`config.mk`:
```
export PLATFORM = sky130hd
export DESIGN_NAME = sap1_sequencer
export DESIGN_NICKNAME = d
export VERILOG_FILES = /design/src/rtl/sap1_sequencer.sv
export SDC_FILE = /design/constraint.sdc
export NUM_CORES = 1
export LEC_CHECK = 0
export ABC_AREA = 1
export BUFFER_PORTS_ARGS = -buffer_cell sky130_fd_sc_hd__buf_2
export CAP_MARGIN = 20
export CORE_UTILIZATION = 40
export CTS_BUF_LIST = sky130_fd_sc_hd__clkbuf_16
export CTS_CLUSTER_DIAMETER = 60
export DETAILED_ROUTE_END_ITERATION = 12
export PLACE_DENSITY = 0.65
export SKIP_CTS_REPAIR_TIMING = 1
export SLEW_MARGIN = 20
export SYNTH_ARGS = -nofsm -noshare
export SYNTH_HDL_FRONTEND = slang
export SYNTH_SLANG_ARGS = --single-unit
```
`constraint.sdc`:
```
create_clock -name clk -period 2 [get_ports clk]
set_input_delay 0.6 -clock clk [delete_from_list [all_inputs] [get_ports clk]]
set_output_delay 0.6 -clock clk [all_outputs]
set_load 0.02 [all_outputs]
```
`src/rtl/sap1_sequencer.sv`:
```
// rtl/sap1_sequencer.sv - SAP-1 controller-sequencer: T-state ring, opcode decode, run/step/halt
//
// Purpose:
//   Drives every load/enable pin of the 8-bit SAP datapath. A one-hot six-state
//   T-state ring advances on the falling edge of clk, so the control word is stable
//   around the rising edge where the datapath registers update.
//
// Ports:
//   clk       - system clock; sequencer state changes on the falling edge
//   clr       - asynchronous reset, active-low
//   opcode    - IR[7:4], valid from the rising edge inside T3 onward
//   run       - 1 = free-running, 0 = paused (single-step via step)
//   step      - level input; a 0->1 transition advances one T-state while run=0
//   con       - {Cp,Ep,Lm_n,CE_n,Li_n,Ei_n,La_n,Ea,Su,Eu,Lb_n,Lo_n}
//   tstate    - one-hot ring, bit0=T1 .. bit5=T6; 0 = not started
//   halted    - sticky, set once HLT is decoded
//   cycle_end - high during the last T-state of each instruction
//
// Configuration:
//   VAR_CYCLE_EN - variable-length machine cycle (LDA ends at T5, OUT/NOP at T4).

module sap1_sequencer #(
  parameter logic [3:0]  OUT_OPCODE = 4'hE,
  parameter logic [3:0]  HLT_OPCODE = 4'hF,
  parameter logic [11:0] IDLE_CON   = 12'h3E3
) (
  input  logic        clk,
  input  logic        clr,
  input  logic [3:0]  opcode,
  input  logic        run,
  input  logic        step,
  output logic [11:0] con,
  output logic [5:0]  tstate,
  output logic        halted,
  output logic        cycle_end
);

  localparam logic [3:0] OP_LDA = 4'h0;
  localparam logic [3:0] OP_ADD = 4'h1;
  localparam logic [3:0] OP_SUB = 4'h2;

  typedef enum logic [5:0] {
    S_T0 = 6'b000000,
    S_T1 = 6'b000001,
    S_T2 = 6'b000010,
    S_T3 = 6'b000100,
    S_T4 = 6'b001000,
    S_T5 = 6'b010000,
    S_T6 = 6'b100000
  } tstate_t;

  tstate_t     r_state;
  logic        r_halted;
  logic [3:0]  r_op;
  logic        r_step_q;

  tstate_t     w_next;
  logic        w_halt_next;
  logic [3:0]  w_op_next;
  logic [11:0] w_con_dec;
  logic        w_last;
  logic        w_step_rise;
  logic        w_adv;

  always_ff @(negedge clk or negedge clr) begin
    if (!clr) begin
      r_state  <= S_T0;
      r_halted <= 1'b0;
      r_op     <= 4'h0;
      r_step_q <= 1'b0;
    end else begin
      r_state  <= w_next;
      r_halted <= w_halt_next;
      r_op     <= w_op_next;
      r_step_q <= step;
    end
  end

  always_comb begin
    w_next      = r_state;
    w_halt_next = r_halted;
    w_op_next   = r_op;
    w_con_dec   = IDLE_CON;
    w_last      = 1'b0;
    // step only matters while paused; with run=1 the advance happens anyway
    w_step_rise = step & ~r_step_q;
    w_adv       = ~r_halted & (run | w_step_rise);

    case (r_state)
      S_T1: begin
        w_con_dec = 12'h5E3;
        w_next    = S_T2;
      end
      S_T2: begin
        w_con_dec = 12'hBE3;
        w_next    = S_T3;
      end
      S_T3: begin
        w_con_dec = 12'h263;
        w_next    = S_T4;
        // IR is loaded on the rising edge inside T3, so it is valid here
        w_op_next = opcode;
      end
      S_T4: begin
        w_next = S_T5;
        if (r_op == OP_LDA || r_op == OP_ADD || r_op == OP_SUB) begin
          w_con_dec = 12'h1A3;
        end else if (r_op == OUT_OPCODE) begin
          w_con_dec = 12'h3F2;
`ifdef VAR_CYCLE_EN
          w_last = 1'b1;
          w_next = S_T1;
`endif
        end else if (r_op == HLT_OPCODE) begin
          // ring stops at T5 because halted blocks every later advance
          w_halt_next = 1'b1;
        end else begin
`ifdef VAR_CYCLE_EN
          w_last = 1'b1;
          w_next = S_T1;
`endif
        end
      end
      S_T5: begin
        w_next = S_T6;
        if (r_op == OP_LDA) begin
          w_con_dec = 12'h2C3;
`ifdef VAR_CYCLE_EN
          w_last = 1'b1;
          w_next = S_T1;
`endif
        end else if (r_op == OP_ADD || r_op == OP_SUB) begin
          w_con_dec = 12'h2E1;
        end
      end
      S_T6: begin
        w_last = 1'b1;
        w_next = S_T1;
        if (r_op == OP_ADD) begin
          w_con_dec = 12'h3C7;
        end else if (r_op == OP_SUB) begin
          w_con_dec = 12'h3CF;
        end
      end
      default: begin
        w_next = S_T1;
      end
    endcase

    if (!w_adv) begin
      w_next      = r_state;
      w_halt_next = r_halted;
      w_op_next   = r_op;
    end

    // Idle the datapath on any rising edge that is not followed by an advance,
    // otherwise repeated rising edges would re-load or re-increment.
    con       = w_adv ? w_con_dec : IDLE_CON;
    cycle_end = w_last & ~r_halted;
  end

  assign tstate = r_state;
  assign halted = r_halted;

endmodule

```
* Yosys cells after proc, flatten, opt, wreduce, memory -nomap -nowiden
Index checks and enable logic that the tools add are counted.
** Word-level totals
- RAM bits :: 0
- Memories kept :: 0
- Latch bits :: 0
- Bits in registers :: 12
- Bits in read-only memories :: 0
- Word-level logic and storage cells :: 38
** Cells by class
- Mux-type cells :: 10
- Bitwise logic cells :: 8
- Div/mod/pow operators :: 0
- Add/subtract/negate cells :: 0
- Order comparisons :: 0
- Shift operators :: 0
- Reduce and logical (&&, ||, !) cells :: 6
- Equality and inequality tests :: 10
- $mul :: 0
** Operator list (count)
- $pmux 12 s6 :: 1
- $pmux 6 s5 :: 1
- $mux 9 :: 2
- $mux 12 :: 1
- $mux 6 :: 2
- $mux 10 :: 1
- $eq 4x4->1 const B :: 2
- $eq 6x1->1 const B :: 1
- $eq 6x2->1 const B :: 1
- $eq 6x3->1 const B :: 1
- $eq 6x4->1 const B :: 1
- $eq 6x5->1 const B :: 1
- $eq 6x6->1 const B :: 1
- $mux 5 :: 1
- $reduce_and 5->1 :: 1
- $eq 4x1->1 const B :: 1
- $eq 4x2->1 const B :: 1
- $logic_not 4->1 :: 1
- $not 1->1 :: 4
- $and 1x1->1 :: 3
- $logic_or 1x1->1 :: 3
- $reduce_and 2->1 :: 1
- $mux 1 :: 1
- $or 1x1->1 :: 1

* Longest topological paths before layout
- Word-level depth :: 6
- Depth in mapped cells :: 8

==> results.py <==
metrics = {
    "worst_setup_path": {
        "r2r_slack_ns": 0.51,
        "crit_fanout": 5,
        "worstPathArrival_ns": 2.70,
        "r2r_start": "tstate[1]",
        "cp_slowest_cell": "dfrtn_1",
        "critical_path.startpoint_type": "flip-flop",
        "required_ns": 1.40,
        "reg2reg_depth": 8,
        "r2r-end": "r_op[2]",
        "cp_cell_sequence": "nor2_4, nand3_4, nand2_1, nor2_2, nand4_1, buf_4",
        "worst-path-buf-inv": 1,
        "crit_family": "simple AND/OR/NAND/NOR gates",
        "worstSetupPathType": "reg2out",
        "crit_path_end_kind": "output pin",
        "slowest_delay_ns": 0.55,
    },
    "global_routing": {
        "grt_util_all_layers": 0.221,
        "grt_max_degree": 13,
        "antenna_found_initial": 0,
        "grt_pass1_vias": 946,
        "overflow": 0,
        "grt_pass1_wl_mm": 4.00,
    },
    "power_and_ir_drop": {
        "switching_share": 0.257,
        "p_clk_frac": 0.500,
        "intPower_mw": 0.565,
        "seq_power_share": 0.347,
        "p_leak_nw": 0.838,
        "switchingPower_mw": 0.195,
        "ir_drop_v": 0.000533,
        "combinationalPowerShare": 0.153,
        "p_per_area_mw_per_mm2": 439,
    },
    "clocking": {
        "cts_tree": "done",
        "clk_latency_ns": 0.27,
        "clock_sinks": 12,
        "cts_buffer_depth": 2,
        "cts_buffers": 3,
        "path_clk_slew_ns": 0.04,
        "htree_levels": 1,
        "cts-root-buf": "clkbuf_16",
    },
    "floorplanning": {
        "core_area_mm2": 0.00198,
        "die-area_mm2": 0.00234,
        "pin_count": 28,
        "core.rowCount": 16,
        "die_height_um": 48.4,
        "start_util": 0.434,
        "die_w_um": 48.4,
    },
    "route": {
        "viasPerCell": 5.12,
        "route.detailed.drc": 0,
        "drt_iter0_markers": 18,
        "ant_nets": 0,
        "first_pass_iters": 4,
        "post_drt_wl_per_cell_um": 15.4,
        "wirelength_mm": 3.35,
        "vias": 1112,
    },
    "hold_path": {
        "worst_hold_path_type": "reg2reg",
        "hold_depth": 3,
        "min_from": "r_op[2]",
        "holdPathEnd": "r_op[2]",
    },
    "placement": {
        "dp.cells": 206,
        "dp_hpwl_mm": 1.87,
        "place_congestion": 0.913,
        "portBuffers": 27,
        "placed_area_mm2": 0.00136,
    },
    "flow_run": {
        "cap_viol_max_count": 0,
    },
    "cells_and_area": {
        "fin_area_mm2": 0.00173,
        "post-route-util": 0.874,
        "diodes": 0,
        "area.growth.synth_to_final_pct": 101,
        "final_common_cell": "buf_4",
        "n_fill_cell": 90,
        "drive_above_1_share": 0.637,
        "stdcell_count": 217,
        "layout_common_cells": "buf_4 (39), nand2_1 (18), inv_1 (15), buf_6 (14), nor2_4 (13)",
        "nets": 199,
    },
    "sta": {
        "finalSetupTns_ns": -21.29,
        "relSlewSlack": 0.805,
        "setup_viol": 30,
        "tightest_slew_ns": 0.292,
        "clock_skew_ns": 0.00485,
        "slew_violations": 0,
        "rsz0062_at_grt": "yes",
        "fin_ws_ns": -1.30,
        "hold_violations": 0,
        "whs_ns": 0.572,
    },
    "synth": {
        "syn_nets": 128,
        "synth_seq_area_share": 0.349,
        "netlist.area_leader.share": 0.349,
        "postSynthAreaPerCell_um2": 7.16,
        "yosysTopAreaCell": "dfrtn_1",
        "synth_cell_types": 23,
        "ys_ff_latch": 12,
        "ys_warn_count": 0,
        "synth_area_um2": 860,
        "postSynthCellCount": 120,
        "synthTopCellsByArea": "dfrtn_1 (35%), nand2_1 (11%), inv_1 (8.3%)",
    },
    "status": {
        "violations": "negative setup slack",
        "outcome": "finished, violations left",
    },
}
[final cells by class]
type	count	area [um^2]	share of cell area
Sequential cell	12	300	0.173
Timing Repair Buffer	66	526	0.303
Multi-Input combinational cell	87	708	0.409
Clock buffer	3	75.1	0.0434
Clock inverter	1	3.75	0.00217
Inverter	21	85.1	0.0491
Tap cell	27	33.8	0.0195
[routing by layer]
layer  part of all wire  vias up  track usage
met3              0.039       10       0.0283
met1               0.38      540        0.247
met5                  0        -            0
met4              0.019        0       0.0686
met2               0.56       35        0.427
li1                   -      527            -
[power by group through the flow]
stage / combinational, mW / sequential (mW) / clock, mW
after detailed placement: 0.0871 / 0.266 / 0
after CTS: 0.0877 / 0.262 / 0.380
after global placement: 0.0852 / 0.265 / 0
after floorplan: 0.0418 / 0.273 / 0
final: 0.116 / 0.264 / 0.380
after global routing: 0.125 / 0.264 / 0.398
[cells in the mapped netlist, drive strengths merged]
cell	instances
nand3b	1
a21oi	5
nor3b	1
inv	19
clkinv	2
nand3	12
nor3	2
nor2	24
o21a	1
o21ai	10
nand4	2
o21bai	2
dfrtn	12
nand2	27
[registers in the layout, indices dropped and copies added (netlist names)]
| name | cells |
|---|---|
| tstate | 6 |
| r_op | 4 |
| halted | 1 |
| r_step_q | 1 |
[tightest hold or removal path, delay by kind of cell, from the launching register on]
family | cells | cell delay (ns)
flip-flops | 1 | 0.41
buffers and inverters | 1 | 0.12
AO/OA/AOI/OAI | 1 | 0.07
AND/OR/NAND/NOR | 1 | 0.05
[cell families (layout without fill, tap and decap cells)]
group           Yosys count  after routing  share of synthesized area
simple gates             69             69                      0.426
buf+inv                  21             91                     0.0932
compound gates           18             18                      0.131
flops                    12             12                      0.349
[through the flow]
| step | power [mW] | worst slack [ns] |
|---|---|---|
| global placement | 0.350 | -0.948 |
| detailed placement | 0.353 | -0.975 |
| finish | 0.760 | -1.30 |
| floorplan | 0.314 | -1.01 |
| CTS | 0.730 | -1.29 |
| global route | 0.787 | -1.38 |
[how the worst max path moves through the flow]
stage | from | endpoint | slack (ns) | cells past startpoint
floorplan | tstate[5] | con[3] | -1.01 | 6
global placement | tstate[4] | con[1] | -0.95 | 7
detailed placement | tstate[4] | con[1] | -0.98 | 7
CTS | tstate[4] | con[1] | -1.29 | 7
global route | tstate[2] | con[5] | -1.38 | 7
finish | tstate[3] | con[6] | -1.30 | 6
Note: power is estimated with default switching activity, not from simulation.
